[config.mk]
export PLATFORM = sky130hd
export DESIGN_NAME = packet_scheduler
export DESIGN_NICKNAME = d
export VERILOG_FILES = /design/src/rtl/hdmi_sched_pkg.sv /design/src/rtl/packet_priority_picker.sv /design/src/rtl/packet_scheduler.sv
export SDC_FILE = /design/constraint.sdc
export NUM_CORES = 1
export LEC_CHECK = 0
export CORE_ASPECT_RATIO = 0.75
export CORE_UTILIZATION = 41
export DETAILED_ROUTE_END_ITERATION = 6
export MAX_ROUTING_LAYER = met4
export PLACE_DENSITY = 0.73
export SLEW_MARGIN = 25
export SYNTH_ARGS = -nofsm -noshare
export SYNTH_HDL_FRONTEND = slang
export SYNTH_SLANG_ARGS = --single-unit
export TNS_END_PERCENT = 1
[constraint.sdc]
create_clock -name clk_pixel -period 1.65 [get_ports clk_pixel]
set_input_delay 0.4125 -clock clk_pixel [delete_from_list [all_inputs] [get_ports clk_pixel]]
set_output_delay 0.4125 -clock clk_pixel [all_outputs]
set_load 0.005 [all_outputs]
[src/rtl/hdmi_sched_pkg.sv]
// -----------------------------------------------------------------------------
// hdmi_sched_pkg
// Shared definitions for the HDMI data-island packet scheduler:
//   - PKT_* : 8-bit packet type codes driven to the hdmi core
//   - src_e : packet sources; the numeric value is the grant bit index
//   - state_e : scheduler FSM states
//   - src_onehot() : source -> one-hot grant vector {AIF,AVI,AUD,ACR}
// Optional feature macro used by the scheduler: HDMI_SCHED_STATS_EN
// -----------------------------------------------------------------------------
package hdmi_sched_pkg;

    localparam logic [7:0] PKT_NULL = 8'h00;
    localparam logic [7:0] PKT_ACR  = 8'h01;
    localparam logic [7:0] PKT_AUD  = 8'h02;
    localparam logic [7:0] PKT_AVI  = 8'h82;
    localparam logic [7:0] PKT_AIF  = 8'h84;

    typedef enum logic [1:0] {
        SRC_ACR = 2'd0,
        SRC_AUD = 2'd1,
        SRC_AVI = 2'd2,
        SRC_AIF = 2'd3
    } src_e;

    typedef enum logic [0:0] {
        IDLE = 1'b0,
        SLOT = 1'b1
    } state_e;

    function automatic logic [3:0] src_onehot(input src_e src);
        return 4'b0001 << src;
    endfunction

endpackage

[src/rtl/packet_priority_picker.sv]
// -----------------------------------------------------------------------------
// packet_priority_picker
// Purely combinational priority selection of the next data-island packet.
// Order: urgent audio -> ACR -> AVI InfoFrame -> Audio InfoFrame -> audio -> null.
// Ports:
//   acr_p, avi_p, aif_p  in   pending request flags
//   audio_level          in   samples waiting in the audio buffer
//   pick_valid           out  1 when a real (non-null) packet was chosen
//   pick_src             out  chosen source (meaningful only when pick_valid)
//   pick_type            out  packet type code of the choice (PKT_NULL if none)
// -----------------------------------------------------------------------------
module packet_priority_picker
    import hdmi_sched_pkg::*;
#(
    parameter int LEVEL_WIDTH  = 6,
    parameter int URGENT_LEVEL = 8
) (
    input  logic                   acr_p,
    input  logic                   avi_p,
    input  logic                   aif_p,
    input  logic [LEVEL_WIDTH-1:0] audio_level,
    output logic                   pick_valid,
    output src_e                   pick_src,
    output logic [7:0]             pick_type
);

    logic audio_urgent;
    logic audio_any;

    assign audio_urgent = (audio_level >= LEVEL_WIDTH'(URGENT_LEVEL));
    assign audio_any    = (audio_level != '0);

    always_comb begin
        pick_valid = 1'b1;
        pick_src   = SRC_ACR;
        pick_type  = PKT_NULL;
        if (audio_urgent) begin
            pick_src  = SRC_AUD;
            pick_type = PKT_AUD;
        end else if (acr_p) begin
            pick_src  = SRC_ACR;
            pick_type = PKT_ACR;
        end else if (avi_p) begin
            pick_src  = SRC_AVI;
            pick_type = PKT_AVI;
        end else if (aif_p) begin
            pick_src  = SRC_AIF;
            pick_type = PKT_AIF;
        end else if (audio_any) begin
            pick_src  = SRC_AUD;
            pick_type = PKT_AUD;
        end else begin
            pick_valid = 1'b0;
        end
    end

endmodule

[src/rtl/packet_scheduler.sv]
// -----------------------------------------------------------------------------
// packet_scheduler
// Chooses which HDMI data-island packet the hdmi core sends in each packet
// slot (ACR, audio sample, AVI InfoFrame, Audio InfoFrame or null), in the
// clk_pixel domain.
// Optional feature: define HDMI_SCHED_STATS_EN to add grant counters and the
// sticky infoframe_miss flag.
// Ports:
//   clk_pixel, reset_n   clock, asynchronous active-low reset
//   packet_enable        slot start pulse from the hdmi core
//   frame_start          frame pulse, re-arms both InfoFrames
//   acr_tick             ACR packet due
//   audio_level          samples waiting in the audio buffer
//   packet_type          registered packet type for the next/current slot
//   grant                one-hot {AIF,AVI,AUD,ACR}, pulse after packet_enable
//   audio_pop            pulse with grant[AUD], audio_pop_count samples
//   protocol_error       sticky: packet_enable arrived inside a slot
//   grant_count_*        (stats) wrapping per-source grant counters
//   infoframe_miss       (stats) sticky: frame_start while an InfoFrame pending
//   state_dbg            current FSM state, for observation only
// -----------------------------------------------------------------------------
module packet_scheduler
    import hdmi_sched_pkg::*;
#(
    parameter int SLOT_CYCLES  = 32,
    parameter int LEVEL_WIDTH  = 6,
`ifdef HDMI_SCHED_STATS_EN
    parameter int STAT_WIDTH   = 16,
`endif
    parameter int URGENT_LEVEL = 8
) (
    input  logic                   clk_pixel,
    input  logic                   reset_n,
    input  logic                   packet_enable,
    input  logic                   frame_start,
    input  logic                   acr_tick,
    input  logic [LEVEL_WIDTH-1:0] audio_level,
    output logic [7:0]             packet_type,
    output logic [3:0]             grant,
    output logic                   audio_pop,
    output logic [2:0]             audio_pop_count,
    output logic                   protocol_error,
`ifdef HDMI_SCHED_STATS_EN
    output logic [STAT_WIDTH-1:0]  grant_count_acr,
    output logic [STAT_WIDTH-1:0]  grant_count_aud,
    output logic [STAT_WIDTH-1:0]  grant_count_avi,
    output logic [STAT_WIDTH-1:0]  grant_count_aif,
    output logic                   infoframe_miss,
`endif
    output state_e                 state_dbg
);

    // Handshake: packet_enable is a one-cycle offer of a slot. It is accepted
    // only in IDLE, where the packet_type shown in that same cycle is the one
    // committed; grant (and audio_pop) answer exactly one cycle later. There
    // is no back-pressure: an offer made during SLOT is dropped and flagged.

    localparam int CNT_W = (SLOT_CYCLES > 1) ? $clog2(SLOT_CYCLES) : 1;
    localparam logic [CNT_W-1:0] SLOT_LAST = CNT_W'(SLOT_CYCLES - 1);

    state_e           state;
    logic [CNT_W-1:0] slot_cnt;
    logic             acr_p, avi_p, aif_p;
    src_e             cur_src;
    logic             cur_valid;

    logic             pick_valid;
    src_e             pick_src;
    logic [7:0]       pick_type;

    logic             accept;
    logic             clr_acr, clr_avi, clr_aif;
    logic             slot_done;

    assign state_dbg = state;

    packet_priority_picker #(
        .LEVEL_WIDTH  (LEVEL_WIDTH),
        .URGENT_LEVEL (URGENT_LEVEL)
    ) u_picker (
        .acr_p       (acr_p),
        .avi_p       (avi_p),
        .aif_p       (aif_p),
        .audio_level (audio_level),
        .pick_valid  (pick_valid),
        .pick_src    (pick_src),
        .pick_type   (pick_type)
    );

    assign accept    = (state == IDLE) && packet_enable;
    assign slot_done = (state == SLOT) && (slot_cnt == SLOT_LAST);

    // Flags are consumed on the accept edge so that a request arriving in the
    // same cycle (including a frame_start re-arm) survives via set-wins.
    assign clr_acr = accept && cur_valid && (cur_src == SRC_ACR);
    assign clr_avi = accept && cur_valid && (cur_src == SRC_AVI);
    assign clr_aif = accept && cur_valid && (cur_src == SRC_AIF);

    always_ff @(posedge clk_pixel or negedge reset_n) begin
        if (!reset_n) begin
            acr_p <= 1'b0;
            avi_p <= 1'b0;
            aif_p <= 1'b0;
        end else begin
            acr_p <= acr_tick    | (acr_p & ~clr_acr);
            avi_p <= frame_start | (avi_p & ~clr_avi);
            aif_p <= frame_start | (aif_p & ~clr_aif);
        end
    end

    always_ff @(posedge clk_pixel or negedge reset_n) begin
        if (!reset_n) begin
            state           <= IDLE;
            slot_cnt        <= '0;
            packet_type     <= PKT_NULL;
            cur_src         <= SRC_ACR;
            cur_valid       <= 1'b0;
            grant           <= 4'b0000;
            audio_pop       <= 1'b0;
            audio_pop_count <= 3'd0;
            protocol_error  <= 1'b0;
        end else begin
            grant           <= 4'b0000;
            audio_pop       <= 1'b0;
            audio_pop_count <= 3'd0;

            if (packet_enable && (state == SLOT)) begin
                protocol_error <= 1'b1;
            end

            case (state)
                IDLE: begin
                    if (packet_enable) begin
                        state    <= SLOT;
                        slot_cnt <= '0;
                        if (cur_valid) begin
                            grant <= src_onehot(cur_src);
                        end
                        if (cur_valid && (cur_src == SRC_AUD) && (audio_level != '0)) begin
                            audio_pop       <= 1'b1;
                            audio_pop_count <= (audio_level >= LEVEL_WIDTH'(4)) ? 3'd4
                                                                                : audio_level[2:0];
                        end
                    end else begin
                        packet_type <= pick_type;
                        cur_src     <= pick_src;
                        cur_valid   <= pick_valid;
                    end
                end
                SLOT: begin
                    if (slot_done) begin
                        // Reload on exit so a back-to-back packet_enable in the
                        // first IDLE cycle sees a fresh pick, not the old slot.
                        state       <= IDLE;
                        slot_cnt    <= '0;
                        packet_type <= pick_type;
                        cur_src     <= pick_src;
                        cur_valid   <= pick_valid;
                    end else begin
                        slot_cnt <= slot_cnt + 1'b1;
                    end
                end
                default: begin
                    state <= IDLE;
                end
            endcase
        end
    end

`ifdef HDMI_SCHED_STATS_EN
    always_ff @(posedge clk_pixel or negedge reset_n) begin
        if (!reset_n) begin
            grant_count_acr <= '0;
            grant_count_aud <= '0;
            grant_count_avi <= '0;
            grant_count_aif <= '0;
            infoframe_miss  <= 1'b0;
        end else begin
            if (grant[SRC_ACR]) grant_count_acr <= grant_count_acr + 1'b1;
            if (grant[SRC_AUD]) grant_count_aud <= grant_count_aud + 1'b1;
            if (grant[SRC_AVI]) grant_count_avi <= grant_count_avi + 1'b1;
            if (grant[SRC_AIF]) grant_count_aif <= grant_count_aif + 1'b1;
            if (frame_start && (avi_p || aif_p)) begin
                infoframe_miss <= 1'b1;
            end
        end
    end
`endif

endmodule
Word-level counts from Yosys, hierarchy flattened:

Cells that the tools add are included.

* flip-flop bits (word level): 29
* output and inout port bits: 18
* logic and storage cells: 85
* input bits: 11

* add/sub/neg operators: 1
* bitwise logic cells: 10
* shift-type cells: 1
* reductions and logical operators: 12
* equal/unequal tests: 7
* muxes and demuxes: 40
* magnitude comparators: 2

Operators by type and width (number)
* 8-bit 2-to-1 mux: 6
* 8-bit one-hot mux with 2 select lines: 1
* 2-bit 2-to-1 mux: 7
* 1-bit 2-to-1 mux: 13
* 3-bit 2-to-1 mux: 4
* 4-bit 2-to-1 mux: 3
* 5-bit 2-to-1 mux: 2
* 5-bit one-hot mux with 2 select lines: 1
* 1-bit logical AND: 9
* 6-bit by 3-bit >= comparator with 1-bit output, second input constant: 1
* 6-bit by 4-bit >= comparator with 1-bit output, second input constant: 1
* 6-bit nonzero test: 1
* 5-bit by 1-bit adder with 5-bit output, second input constant: 1
* 5-bit == test, second input constant: 1
* 2-bit == test, second input constant: 2
* 2-bit inequality test, second input constant: 2
* 1-bit NOT: 4
* 1-bit one-hot mux with 2 select lines: 2
* 2-bit one-hot mux with 2 select lines: 1
* 1-bit by 2-bit << shifter with 4-bit output, first input constant: 1
* 1-bit bitwise AND: 3
* 1-bit OR: 3
* 2-bit by 1-bit == test with 1-bit output, second input constant: 1
* 2-bit logical NOT: 1
* other kinds (2): 2

Depth between registers and ports, before layout:

* word-level depth: 8
* mapped depth: 8
* depth with buffers taken out: 6

Cells and area by module:

From an unflattened synthesis, not the netlist that was laid out.

* cells, all modules: 105
* area total of the unflattened synthesis: 1328.8 um^2

Modules (own cells, without submodules)
* packet_scheduler: area each 1188.6 um^2, instances 1, sequential area each 725.7 um^2, cells each 86
* packet_priority_picker: area each 140.1 um^2, instances 1, sequential area each 0.0 um^2, cells each 19

Least setup slack after synthesis:

Ideal clock, no wire load.

* path type: register to register
* from: register slot_cnt[0]
* to: register packet_type[0]
* path buffers: 2
* data arrival time: 1575 ps
* path slack: -46 ps
* period minus slack after synthesis: 1696 ps
* cell stages (with the launch flop): 9
* data required time: 1529 ps
* path through: dfrtp_1 > ha_1 > and3_1 > ha_1 > nor2b_1 > buf_2 > or2_0 > buf_6 > a22o_1

* word-level cells in the longest chain between the ends: 4

Ends and longest elaborated chain
* from (decl): RTL line packet_scheduler.sv:62 `logic [CNT_W-1:0] slot_cnt;`
* from (signal assigned): RTL line packet_scheduler.sv:160 `slot_cnt <= slot_cnt + 1'b1;`
* 5-bit == test: RTL line packet_scheduler.sv:91 `assign slot_done = (state == SLOT) && (slot_cnt == SLOT_LAST);`
* 1-bit logical AND: RTL line packet_scheduler.sv:91
* 2-bit by 1-bit inequality test with 1-bit output (no source line)
* 2-bit AND reduction (no source line)
* to (signal assigned): RTL line packet_scheduler.sv:145 `packet_type <= pick_type;`
* to (signal assigned): RTL line packet_scheduler.sv:156 `packet_type <= pick_type;`
* to (decl): RTL line packet_scheduler.sv:38 `output logic [7:0] packet_type,`

Every way passes these cells.
A chain may end at the register's enable or synchronous reset.

Worst setup path after layout:

* from: register slot_cnt[1]
* to: register packet_type[7]

The elaborated chain is that of the path after synthesis.

==> results.toml <==
[run_status]
outcome = "complete, but fails checks"
violations = "setup timing"

[logic_synthesis]
synth-adder-area-share = 0.0240
synthFlopType = "dfrtp_1"
synth.area.mux_share = 0.0204
synth_area_mm2 = 0.00104
yosys.area_share.simple = 0.167
synth_edf_count = 0
ys_seq_elements = 24
ys_seq_area_frac = 0.577
synth.distinct_cells = 36
synth-compound-area-share = 0.126
syn_avg_cell_area_um2 = 12.0
synth_top_family_by_area = "simple AND/OR/NAND/NOR gates"
ys.warnings.count = 0
synth-xor-area-share = 0.00841
synthArstFlopShare = 1.00
syn_inst = 87

[routing]
routed-wl-met2_um = 1020
drt_iter0_markers = 33
dr.max_layer_used = "met4"
vias = 799
first_pass_iters = 5
drt_wl_total_um = 2180
wl_met3_um = 106
wl_per_cell_um = 13.7
wl_met1_um = 1030
ant_nets = 0
avgViaCountPerCell = 5.03
drcViolationCount = 0

[clock_network]
root_buffer = "clkbuf_4"
cts_tree = "built"
cts_htree_levels = 1
clkLatencyLatePin_ps = 320
clk_pin_slew_worst_paths_ps = 130
numCtsBuffers = 3
clock_sinks = 24
clockBufferDepth = 2

[timing]
fin_tns_setup_ps = -15.3
period_share = 1.00
fmax_mhz = 604
skew_ps = 3.50
setup_ws_ps = -6.49
setup_viol = 3
slew_viol_final = 0
period_needed_ps = 1660
grt_setup_unrepaired = "true"
finalHoldViolCount = 0

[placement]
gp_congestion = 0.792
dp_cells = 152
hpwl_um = 1560
pre_cts_slack_ps = -155
port-buffer-count = 24

[hold_path]
min_path_type = "in2async"

[pwr]
leakage_nw = 0.709
power.total_mw = 1.87
peakVddDrop_mv = 0.639
power_density_mw_per_mm2 = 1280

[global_route]
grt_pass1_wl_um = 3640
grt-ovfl-total = 0
antenna_found_initial = 0
grtUsageTotal = 0.191
grt_pass1_vias = 802
grt_max_degree = 25

[finish]
antennaDiodeCount = 0
nets = 139
stdcell_count = 159
syn_to_final_growth_pct = 40.5
final_layout_size_suffix_gt1_frac = 0.232

[die]
rows = 15
start_util = 0.444
io_pins = 29
fp.dieW_um = 60.2
dieHeight_um = 45.6
die_area_mm2 = 0.00275
core_mm2 = 0.00235

[critical_path]
rrSetupSlack_ps = -6
critPathLaunchType = "flop"
critPathKind = "reg2reg"
crit_arrival_ps = 1880
required_ps = 1870
r2r-start = "slot_cnt[1]$_DFFE_PN0P_"
critPathLaunch = "slot_cnt[1]$_DFFE_PN0P_"
end_kind = "flop"
crit_fanout = 7

[job]
maxCapViolations = 0
==> critical path, stage by stage (launching register included) <==
cell and delay [ps]:
dfrtp_1 410, ha_2 200, and3_4 190, ha_4 150
nor2b_4 50, or2_0 190, buf_4 160, a22o_1 210
==> metrics by stage <==
stage	cell area, µm²	hold WS [ps]	utilization
6_report	1460	429	0.623
3_5_place_dp	1360	462	0.581
2_1_floorplan	1050	117	-
5_1_grt	1460	456	0.623
3_3_place_gp	1360	445	0.581
4_1_cts	1440	439	0.615
==> area by class of cell <==
| type | count | area (µm²) |
|---|---|---|
| fill | 187 | 883 |
| timing repair buffer | 38 | 357 |
| clock buffer | 4 | 36.3 |
| tap | 34 | 42.5 |
| sequential | 24 | 602 |
| inverter | 6 | 22.5 |
| multi-input combinational | 53 | 403 |
==> registers in the layout, summed over array words and instances, names as in the netlist <==
name and cells:
slot_cnt 5, grant 4, packet_type 4, audio_pop_count 3
acr_p 1, aif_p 1, audio_pop 1, avi_p 1
cur_src 1, cur_valid 1, protocol_error 1, state_dbg 1
==> Yosys cell counts (all sizes together), types with 2 or more instances <==
cell | instances | share of area
nand2 | 2 | 0.0072
o21ai | 2 | 0.0096
dfrtp | 24 | 0.58
ha | 2 | 0.024
nor2 | 8 | 0.029
and3 | 3 | 0.018
a21oi | 2 | 0.0096
nor4 | 2 | 0.018
a32oi | 2 | 0.017
a22o | 4 | 0.034
a32o | 2 | 0.019
nand2b | 2 | 0.012
buf | 7 | 0.052
inv | 6 | 0.022
==> report_power, final <==
group	total, mW	switching, mW	internal (mW)
Sequential	0.795	0.0818	0.713
Clock	0.313	0.179	0.135
Combinational	0.766	0.317	0.448
Total	1.87	0.578	1.30
==> cell usage in the layout (no fill, tap or decap), types with 3 or more instances in the layout <==
cell and n:
inv_1 6, a22o_1 4, clkbuf_4 3, dfrtp_1 23, conb_1 4, dlymetal6s2s_1 5
clkdlybuf4s50_1 18, buf_4 14, nor2_1 8
==> cell families (layout without fill, tap and decap cells) <==
family	Yosys count	after routing
AND/OR/NAND/NOR	28	28
flip-flops	24	24
AO/OA/AOI/OAI	16	16
buffers and inverters	13	48
adder cells (fa/ha/maj)	2	2
multiplexers	2	2
other	1	4
XOR/XNOR	1	1
==> routing by layer <==
layer  GRT usage  up-vias
met5           -        -
met4      0.0419        0
met3      0.0511        2
met2       0.290       27
met1       0.259      395
li1            -      375
==> worst paths after layout <==
path | endpoint | cells after the start
worst min-delay path | audio_pop_count[1]$_DFF_PN0_ | 2
worst max-delay path | packet_type[7]$_DFFE_PN0P_ | 7
worst min register to register | protocol_error$_DFFE_PN0P_ | 1
worst max register to register | packet_type[7]$_DFFE_PN0P_ | 7
min in group clk_pixel | protocol_error$_DFFE_PN0P_ | 1
max in group asynchronous | state_dbg$_DFF_PN0_ | 2
==> what timing repair did <==
action | 4_1_cts | 5_1_grt
cloned | 0 | 0
pin swaps | 6 | 0
resized for setup | 8 | 5
buffers inserted | 3 | 1
setup endpoints to repair | 10 | 9
hold buffers | 0 | 0
(Power assumes the default switching activity.)
